$ cat src/rtl/svk_ahb_arbiter_mux.sv
// rtl/svk_ahb_arbiter_mux.sv - multi-master AHB arbiter with address/control and write-data muxing
module svk_ahb_arbiter_mux #(
    parameter int NUM_MASTER     = 4,
    parameter int ADDR_W         = 32,
    parameter int DATA_W         = 32,
    parameter int DEFAULT_MASTER = 0,
    localparam int MW            = $clog2(NUM_MASTER)
) (
    input  logic                         hclk,
    input  logic                         hresetn,
    input  logic [NUM_MASTER-1:0]        m_hbusreq,
    input  logic [NUM_MASTER-1:0]        m_hlock,
    input  logic [2*NUM_MASTER-1:0]      m_htrans,
    input  logic [ADDR_W*NUM_MASTER-1:0] m_haddr,
    input  logic [NUM_MASTER-1:0]        m_hwrite,
    input  logic [3*NUM_MASTER-1:0]      m_hsize,
    input  logic [3*NUM_MASTER-1:0]      m_hburst,
    input  logic [DATA_W*NUM_MASTER-1:0] m_hwdata,
    output logic [NUM_MASTER-1:0]        m_hgrant,
    input  logic                         hready,
    output logic [1:0]                   s_htrans,
    output logic [ADDR_W-1:0]            s_haddr,
    output logic                         s_hwrite,
    output logic [2:0]                   s_hsize,
    output logic [2:0]                   s_hburst,
    output logic [DATA_W-1:0]            s_hwdata,
    output logic                         s_hmastlock,
    output logic [MW-1:0]                s_hmaster
);

    localparam logic [MW-1:0] DEF_IDX = MW'(DEFAULT_MASTER);

    localparam logic [1:0] HT_IDLE   = 2'b00;
    localparam logic [1:0] HT_BUSY   = 2'b01;
    localparam logic [1:0] HT_NONSEQ = 2'b10;
    localparam logic [1:0] HT_SEQ    = 2'b11;

    localparam logic [2:0] HB_SINGLE = 3'b000;
    localparam logic [2:0] HB_INCR   = 3'b001;
    localparam logic [2:0] HB_WRAP4  = 3'b010;
    localparam logic [2:0] HB_INCR4  = 3'b011;
    localparam logic [2:0] HB_WRAP8  = 3'b100;
    localparam logic [2:0] HB_INCR8  = 3'b101;
    localparam logic [2:0] HB_WRAP16 = 3'b110;
    localparam logic [2:0] HB_INCR16 = 3'b111;

    logic [1:0]        trans_a [NUM_MASTER];
    logic [ADDR_W-1:0] addr_a  [NUM_MASTER];
    logic [2:0]        size_a  [NUM_MASTER];
    logic [2:0]        burst_a [NUM_MASTER];
    logic [DATA_W-1:0] wdata_a [NUM_MASTER];

    logic [MW-1:0] grant_q;
    logic [MW-1:0] addr_own;
    logic [MW-1:0] data_own;
    logic          lock_q;
    logic [3:0]    beat_cnt;

    logic [1:0]    own_htrans;
    logic [2:0]    own_hburst;
    logic          burst_last;
    logic          handover;
    logic [MW-1:0] rr_pick;
    logic          rr_found;

    for (genvar i = 0; i < NUM_MASTER; i++) begin : g_unpack
        assign trans_a[i] = m_htrans[2*i +: 2];
        assign addr_a[i]  = m_haddr[ADDR_W*i +: ADDR_W];
        assign size_a[i]  = m_hsize[3*i +: 3];
        assign burst_a[i] = m_hburst[3*i +: 3];
        assign wdata_a[i] = m_hwdata[DATA_W*i +: DATA_W];
    end

    assign own_htrans = trans_a[addr_own];
    assign own_hburst = burst_a[addr_own];

    // Address-phase mux follows addr_own; HTRANS is held at IDLE while in reset.
    assign s_htrans    = hresetn ? own_htrans : HT_IDLE;
    assign s_haddr     = addr_a[addr_own];
    assign s_hwrite    = m_hwrite[addr_own];
    assign s_hsize     = size_a[addr_own];
    assign s_hburst    = own_hburst;
    assign s_hwdata    = wdata_a[data_own];
    assign s_hmastlock = lock_q;
    assign s_hmaster   = addr_own;

    always_comb begin
        m_hgrant          = '0;
        m_hgrant[grant_q] = 1'b1;
    end

    always_comb begin
        case (own_hburst)
            HB_WRAP4, HB_INCR4:   burst_last = (beat_cnt == 4'd3);
            HB_WRAP8, HB_INCR8:   burst_last = (beat_cnt == 4'd7);
            HB_WRAP16, HB_INCR16: burst_last = (beat_cnt == 4'd15);
            default:              burst_last = 1'b0;
        endcase
    end

    assign handover = hready && !lock_q && !m_hlock[addr_own] &&
                      ((own_htrans == HT_IDLE) ||
                       (own_htrans == HT_NONSEQ && own_hburst == HB_SINGLE) ||
                       (own_htrans == HT_SEQ && burst_last) ||
                       (own_hburst == HB_INCR && !m_hbusreq[addr_own]));

    // Search starts just past the owner, so the owner itself is checked last.
    always_comb begin : rr_search
        int            cand;
        logic [MW-1:0] cand_idx;
        rr_pick  = DEF_IDX;
        rr_found = 1'b0;
        cand     = 0;
        cand_idx = '0;
        for (int k = 1; k <= NUM_MASTER; k++) begin
            cand = int'(addr_own) + k;
            if (cand >= NUM_MASTER) begin
                cand = cand - NUM_MASTER;
            end
            cand_idx = cand[MW-1:0];
            if (!rr_found && m_hbusreq[cand_idx]) begin
                rr_found = 1'b1;
                rr_pick  = cand_idx;
            end
        end
    end

    always_ff @(posedge hclk or negedge hresetn) begin
        if (!hresetn) begin
            grant_q  <= DEF_IDX;
            addr_own <= DEF_IDX;
            data_own <= DEF_IDX;
            lock_q   <= 1'b0;
            beat_cnt <= 4'd0;
        end else if (hready) begin
            addr_own <= grant_q;
            data_own <= addr_own;
            lock_q   <= m_hlock[grant_q];
            if (handover) begin
                grant_q <= rr_pick;
            end
            case (own_htrans)
                HT_NONSEQ: beat_cnt <= 4'd1;
                HT_SEQ:    beat_cnt <= beat_cnt + 4'd1;
                HT_IDLE:   beat_cnt <= 4'd0;
                HT_BUSY:   beat_cnt <= beat_cnt;
                default:   beat_cnt <= beat_cnt;
            endcase
        end
    end

endmodule

$ cat config.mk
export PLATFORM = sky130hd
export DESIGN_NAME = svk_ahb_arbiter_mux
export DESIGN_NICKNAME = d
export VERILOG_FILES = /design/src/rtl/svk_ahb_arbiter_mux.sv
export SDC_FILE = /design/constraint.sdc
export NUM_CORES = 1
export LEC_CHECK = 0
export BUFFER_PORTS_ARGS = -buffer_cell sky130_fd_sc_hd__buf_2
export CORE_AREA = 5 5 147 149
export DETAILED_ROUTE_END_ITERATION = 10
export DIE_AREA = 0 0 152 154
export PLACE_DENSITY_LB_ADDON = 0.1
export SYNTH_ARGS = -nofsm -noshare
export SYNTH_HDL_FRONTEND = slang
export SYNTH_SLANG_ARGS = --single-unit
export TNS_END_PERCENT = 10
$ cat constraint.sdc
create_clock -name hclk -period 7.43 [get_ports hclk]
set_clock_uncertainty 0.1 [all_clocks]
set_input_delay 0.3715 -clock hclk [delete_from_list [all_inputs] [get_ports hclk]]
set_output_delay 0.3715 -clock hclk [all_outputs]
set_load 0.005 [all_outputs]
Yosys cells after proc, flatten, opt, wreduce, memory -nomap -nowiden
Index checks and enable logic that the tools add are counted.
{ "totals": {"n_memories": 0, "output_inout_bits": 80, "regBits": 11, "rom_bits": 0, "word_cells": 116, "latchBits": 0, "ram_bits": 0} }
{ "classes": {"n_mul": 0, "div": 0, "reduce_logical": 26, "n_addsub": 9, "shifts": 0, "bitwise": 3, "eq_ne": 13, "muxes": 47, "order_cmp": 13} }
{ "ops": {"columns": ["cell", "n"], "rows": [
  ["32-bit binary-select mux with 2-bit select", 2],
  ["32-bit 2-to-1 mux", 4],
  ["2-bit 2-to-1 mux", 11],
  ["2-bit by 3-bit < comparator with 1-bit output (second input constant)", 6],
  ["1-bit binary-select mux with 2-bit select", 8],
  ["3-bit greater-or-equal comparator (second input constant)", 5],
  ["3-bit binary-select mux with 2-bit select", 2],
  ["3-bit equality test (second input constant)", 4],
  ["1-bit 2-to-1 mux", 12],
  ["3-bit 2-to-1 mux", 4],
  ["4-bit one-hot mux with 3 select lines", 1],
  ["1-bit logical AND", 10],
  ["2-bit by 1-bit subtractor with 2-bit output (second input constant)", 4],
  ["2-bit by 2-bit adder with 3-bit output (second input constant)", 2],
  ["3-bit by 2-bit equality test with 1-bit output (second input constant)", 2],
  ["1-bit logical NOT", 6],
  ["2-bit NOT with 3-bit output", 2],
  ["2-bit OR reduction", 3],
  ["2-bit by 3-bit adder with 4-bit output (second input constant)", 1],
  ["4-bit by 1-bit adder with 4-bit output (second input constant)", 1],
  ["2-bit binary-select mux with 2-bit select", 1],
  ["2-bit equality test (second input constant)", 2],
  ["4-bit by 2-bit equality test with 1-bit output (second input constant)", 1],
  ["4-bit by 3-bit equality test with 1-bit output (second input constant)", 1],
  ["other kinds (13)", 16]
]} }

Logic depth before layout (Yosys ltp)
Gate-level depths: netlist of the first run.
{ "depth": {"word_depth": 15, "ltp_mapped": 10, "mapped_depth_nobuf": 8} }

Least setup slack after synthesis of the first run
No wires, ideal clock.
{ "synth_path": {"path_type": "register -> register", "startpoint": "register addr_own[1], in the netlist s_hmaster[1]", "endpoint": "register grant_q[1]", "required_time_ns": 7.205, "stages_incl_launch_ff": 11, "setup_time_ns": 0.125, "slack_ns": 4.903, "path_buffers": 2, "synth_period_minus_slack_ns": 2.527, "t_arrival_ns": 2.302, "path_cell_list": "dfrtp_1 -> buf_2 -> buf_1 -> mux4_2 -> inv_1 -> ha_1 -> inv_1 -> mux2_4 -> nor4b_4 -> a221oi_2 -> mux2_4"} }
{ "synth_via": {"elab_chain_len": 15, "elab_cells_between_ends": 74} }
{ "synth_lines": {"columns": ["item", "line", "source"], "rows": [
  ["start: declaration", "54", "logic [MW-1:0] addr_own;"],
  ["start signal: assignment", "136", "addr_own <= grant_q;"],
  ["2-bit by 1-bit adder with 3-bit output", "116", "cand = int'(addr_own) + k;"],
  ["3-bit greater-or-equal comparator or 2-bit by 1-bit subtractor with 2-bit output (tied branches)", "117, 118", null],
  ["2-bit 2-to-1 mux", "117", "if (cand >= NUM_MASTER) begin"],
  ["1-bit binary-select mux with 2-bit select", "121", "if (!rr_found && m_hbusreq[cand_idx]) begin"],
  ["1-bit 2-to-1 mux (not written as such)", "121", null],
  ["1-bit 2-to-1 mux", "121", null],
  ["1-bit logical NOT", "121", null],
  ["1-bit logical AND", "121", null],
  ["1-bit 2-to-1 mux", "121", null],
  ["1-bit logical NOT", "121", null],
  ["1-bit logical AND", "121", null],
  ["1-bit 2-to-1 mux", "121", null],
  ["1-bit logical NOT", "121", null],
  ["1-bit logical AND", "121", null],
  ["2-bit 2-to-1 mux", "121", null],
  ["end signal: assignment", "140", "grant_q <= rr_pick;"],
  ["end: declaration", "53", "logic [MW-1:0] grant_q;"]
]} }
Several ways; a longest one is shown, not always the timed one. The select of a mux whose other input is x is not followed.
A chain may end at the register's enable or synchronous reset.

Final worst setup path of the first run
{ "layout_path": {"startpoint": "register addr_own[0], in the netlist s_hmaster[0]", "endpoint": "register grant_q[1]"} }
Same word-level chain as after synthesis.

==> results.json, run 1 <==
{
  "outcome": "finished clean",
  "worstSetupPathType": "reg -> reg",
  "critical_path_depth": 9,
  "max_cap_violations": 0,
  "wl_per_cell_um": 18.3,
  "grt_pass1_wl_um": 22300,
  "firstDrtPassIters": 4,
  "clockBufferDepth": 2,
  "cp_data_arrival_time_ns": 3.28,
  "ant_nets": 0,
  "worst_path_max_delay_cell": "mux4_2",
  "final.setup.worst_slack_ns": 4.17,
  "dp_worst_setup_slack_ns": 4.09,
  "leakage_nw": 2.39,
  "synth_cell_types": 31,
  "hpwl_um": 13600,
  "vias_per_cell": 4.09,
  "wl_um": 14900,
  "chipHeight_um": 154,
  "drcViolationCount": 0,
  "hp-class": "reg -> reg",
  "cp.buffers_inverters": 3,
  "cts_tree": "built",
  "cts_resized": 0,
  "fin_tns_setup_ns": 0,
  "cts_setup_buffers": 0,
  "crit_path_max_fanout": 35,
  "io_buffer_count": 382,
  "crit_path_end": "grant_q[1]",
  "r2r-start": "s_hmaster[0]",
  "grt_pass1_vias": 3777,
  "drv_slew": 0,
  "cts_hold_buffers": 1,
  "ys_seq_area_share_pct": 10.9,
  "clk_latency_ns": 0.24,
  "die_area_um2": 23400,
  "core_area_um2": 20000,
  "syn_area_um2": 2530,
  "grt_antenna_before_repair": 0,
  "area_delta_synth_final_pct": 90.0,
  "path_cells": "buf_4 -> mux4_2 -> inv_1 -> ha_1 -> inv_1 -> mux2_4 -> nor4b_4 -> a221oi_2 -> mux2_4",
  "grt_max_degree": 54,
  "postSynthAreaPerCell_um2": 14.6,
  "crit_path_start": "s_hmaster[0]",
  "final_common_cell": "buf_2",
  "fmax_mhz": 307,
  "relSlewSlack_pct": 52.4,
  "htree_levels": 1,
  "cts_sinks": 11,
  "rr_worst_depth": 9,
  "clk_pin_slew_ns": 0.04,
  "period_share_pct": 43.8,
  "power_mw": 1.17,
  "gp_congestion": 0.882,
  "tightest_slew_ns": 0.714,
  "syn_inst": 173,
  "dieWidth_um": 152,
  "ys_seq_elements": 11,
  "dpl.cell_count": 808,
  "reg2reg_to": "grant_q[1]",
  "grt_overflow_total": 0,
  "synth_top_flop_cell": "dfrtp_1",
  "peakVddDrop_uv": 64.3,
  "setup_viol": 0,
  "rrSetupSlack_ns": 4.17,
  "fin_crit_ns": 3.26,
  "start_util_pct": 12.6,
  "ioPinCount": 383,
  "grtUsageTotal_pct": 11.9,
  "num_antenna_cells": 0,
  "cts_root_buf": "clkbuf_16",
  "slowest_delay_ns": 0.64,
  "hold_violations": 0,
  "syn_nets": 481,
  "synth_edf_count": 0,
  "yosys_warnings": 0,
  "crit_required_ns": 7.45,
  "rsz0062_at_grt": "no",
  "most-common-layout-cells": "382 x buf_2, 75 x mux4_2, 8 x nor2_1, 8 x dfrtp_1, 7 x o21ai_0",
  "layout-drive-gt1-share_pct": 87.8,
  "finalNetCount": 852,
  "final_cell_count_no_fill": 813,
  "critical_path.endpoint_type": "flop",
  "path_delay_family": "multiplexers",
  "fp-row-count": 52,
  "start_kind": "flop",
  "numCtsBuffers": 3,
  "vias": 3329,
  "power.density_nw_per_um2": 244,
  "drtIter0Drc": 100,
  "async_flop_share_pct": 100,
  "hp-start": "data_own[1]"
}
-- worst min path at each step --
stage,end,cells after the start
after global placement,beat_cnt[0],1
after global routing,data_own[1],1
after detailed placement,grant_q[0],1
after CTS,data_own[1],1
after floorplan,beat_cnt[0],0
final,data_own[1],1
-- synthesized netlist by cell type, drive strengths merged (2+ instances only) --
master,instances,share of area [%]
ha,5,2.5
o21ai,7,1.4
mux2i,4,1.6
inv,6,0.89
and2,3,0.74
clkbuf,10,1.5
a21oi,4,0.79
nand2b,2,0.49
nor3,3,0.59
nor2b,2,0.49
buf,11,2.2
mux4,75,67
mux2,6,3.0
dfrtp,11,11
nor2,8,1.2
nand2,4,0.59
-- worst reg2reg max path: stages (launching register included) --
cell and delay (ns):
dfrtp_2 0.60, buf_4 0.60, mux4_2 0.68, inv_1 0.10, ha_1 0.14, inv_1 0.04, mux2_4 0.27, nor4b_4 0.23
a221oi_2 0.08, mux2_4 0.30
-- power by group --
group	switching [mW]	total (mW)	internal, mW
clock network	0.0280	0.0993	0.0714
logic	0.402	0.941	0.539
registers	0.0489	0.132	0.0830
-- registers in the layout (all words and copies together) (netlist names) --
signal and count:
beat_cnt 4, data_own 2, grant_q 2, s_hmaster 2, s_hmastlock 1
-- cell type report --
type                       instances  area (um2)
multi-input combinational        135        2140
sequential                        11         279
inverter                           6        22.5
tap                              270         338
clock buffer                       3        75.1
fill                            2253       15200
clock inverter                     1        5.00
timing repair buffer             387        1950
-- layer usage --
metal  global-route usage [%]  up-vias  wire length (um)
li1                         -     1510                 -
met1                     12.3     1583              5030
met2                     23.5      232              8250
met3                     4.27        4              1540
met4                     1.54        0                75
met5                        0        -                 0
-- cells by family (layout without fill, tap and decap cells) --
group	Yosys count	after routing	share of synthesized area (%)
AND/OR/NAND/NOR	26	26	5.88
multiplexers	85	85	71.2
AO/OA/AOI/OAI	18	18	4.60
buffers and inverters	27	397	4.59
XOR/XNOR	1	1	0.346
adder cells (fa/ha/maj)	5	5	2.47
flip-flops	11	11	10.9
-- per-stage QoR --
stage                     hold WS [ns]  utilization, %  cell area, um2
after detailed placement         0.199            23.6            4720
after global routing             0.441            24.0            4810
final                            0.403            24.0            4810
after floorplan                -0.0241               -            2530
after CTS                        0.409            24.0            4810
after global placement           0.197            23.6            4720
Power figures use the tool's default switching activity.
==> inputs of run 2 (changes only) <==
- CORE_AREA: 5 5 147 149 -> 5 5 145 147
- DIE_AREA: 0 0 152 154 -> 0 0 150 152
- clock period: 7.43 -> 3 ns (I/O delays scaled with it)
==> run 2 against run 1 <==
Against the previous run:
- routed wire length grew 7.3%
- sequential share of layout area is essentially flat
- maximum frequency up 30%
- count of clock-buffer cells in the layout grew 1
- via count rose by 0.57%
- clock power up 140%
- die area decreased by 2.6%
- cell count is 0.25% higher
- final area increased by 0.23%
- critical endpoint unchanged
- largest power group unchanged
==> results.json, run 2 (synthesis gave the netlist of run 1 again) <==
{
  "setup_viol": 0,
  "start_util_pct": 12.8,
  "rsz0062_at_grt": "no",
  "numCtsBuffers": 3,
  "clk_pin_slew_ns": 0.04,
  "cp_data_arrival_time_ns": 2.52,
  "outcome": "finished clean",
  "clockBufferDepth": 2,
  "firstDrtPassIters": 4,
  "ant_nets": 0,
  "crit_required_ns": 3.02,
  "fmax_mhz": 400,
  "layout-drive-gt1-share_pct": 87.7,
  "dieWidth_um": 150,
  "fin_tns_setup_ns": 0,
  "drcViolationCount": 0,
  "grt_antenna_before_repair": 5,
  "most-common-layout-cells": "382 x buf_2, 75 x mux4_2, 8 x nor2_1, 8 x dfrtp_1, 7 x o21ai_0",
  "chipHeight_um": 152,
  "max_cap_violations": 0,
  "grt_overflow_total": 0,
  "power.density_nw_per_um2": 611,
  "htree_levels": 1,
  "fin_crit_ns": 2.50,
  "peakVddDrop_uv": 197,
  "top_register": "beat_cnt",
  "cts_resized": 0,
  "core_area_um2": 19800,
  "wl_per_cell_um": 19.6,
  "grtUsageTotal_pct": 12.9,
  "wl_um": 16000,
  "fin_util_pct": 24.4,
  "grt_pass1_wl_um": 22800,
  "tightest_slew_ns": 0.707,
  "clk_latency_ns": 0.24,
  "hp-class": "in -> reg",
  "final_common_cell": "buf_2",
  "drtIter0Drc": 46,
  "ioPinCount": 383,
  "largest_reg_flops": 4,
  "io_buffer_count": 382,
  "area_delta_synth_final_pct": 90.5,
  "leakage_nw": 2.39,
  "fp-row-count": 52,
  "grt_max_degree": 37,
  "crit_path_max_fanout": 12,
  "cts_root_buf": "clkbuf_16",
  "worstSetupPathType": "reg -> reg",
  "period_share_pct": 83.3,
  "die_area_um2": 22800,
  "grt_pass1_vias": 3814,
  "drv_slew": 0,
  "relSlewSlack_pct": 52.9,
  "vias_per_cell": 4.11,
  "vias": 3348,
  "finalNetCount": 853,
  "critical_path.endpoint_type": "flop",
  "gp_congestion": 0.779,
  "hold_violations": 0,
  "cts_sinks": 11,
  "cts_setup_buffers": 0,
  "start_kind": "flop",
  "cts_tree": "built",
  "hpwl_um": 14600
}
## run 2: cell count changes in the layout (fill, tap and decap cells not counted), sizes merged
cell,change
clkbuf,+1
buf,+1
clkinv,-1
diode,+1
## run 2: per-stage QoR
step,setup slack [ns],hold slack [ns],area (um2),instances,power [mW]
3_5_place_dp,0.480,-0.0391,4730,809,2.81
2_1_floorplan,0.473,-0.246,2530,173,1.75
6_report,0.502,0.143,4820,815,2.95
5_1_grt,0.362,0.186,4820,814,3.20
3_3_place_gp,0.518,-0.0416,4730,809,2.78
4_1_cts,0.471,0.161,4820,814,3.07
## run 2: power breakdown
| part | internal, mW | leakage (nW) | switching (mW) | total (mW) |
|---|---|---|---|---|
| Sequential | 0.208 | 0.133 | 0.166 | 0.374 |
| Clock | 0.178 | 0.0382 | 0.0635 | 0.242 |
| Combinational | 1.34 | 2.22 | 0.991 | 2.33 |
## run 2: routing by layer
metal / share of wire [%] / up-vias / global-route usage, % / wire, um
li1: - / 1508 / - / -
met3: 12 / 16 / 4.83 / 1950
met5: 0.33 / - / 0 / 53
met2: 54 / 236 / 25.7 / 8690
met4: 0.70 / 8 / 1.53 / 112
met1: 32 / 1580 / 12.7 / 5170
## run 2: worst max-delay path, stage by stage, from the launching register on
cell,delay [ns]
dfrtp_4,0.53
mux4_2,0.58
inv_1,0.10
ha_1,0.14
inv_1,0.03
mux2_4,0.27
nor4b_4,0.22
a221oi_2,0.09
mux2_4,0.31
## run 2: worst paths after layout
kind                         startpoint            to  slack, ns  cells past startpoint
min in group asynchronous       hresetn   beat_cnt[1]       0.24                      2
setup reg to reg           s_hmaster[0]    grant_q[1]       0.50                      8
hold reg to reg             data_own[1]   data_own[1]       0.40                      1
setup / recovery           s_hmaster[0]    grant_q[1]       0.50                      8
hold / removal                   hready  s_hmaster[0]       0.14                      2
max in group asynchronous       hresetn  s_hmaster[0]       2.31                      2
## run 2: repair_timing
| action | in CTS | in global routing |
|---|---|---|
| setup endpoints to repair | 0 | 0 |
| endpoints found under the hold margin | 11 | 0 |
| hold buffers | 1 | 0 |
## run 2: final cells by class
class / instances / area, um2
Fill cell: 2223 / 15000
Multi-Input combinational cell: 135 / 2140
Timing Repair Buffer: 388 / 1960
Tap cell: 270 / 338
Sequential cell: 11 / 282
Clock buffer: 4 / 78.8
Inverter: 6 / 22.5
Antenna cell: 1 / 2.50
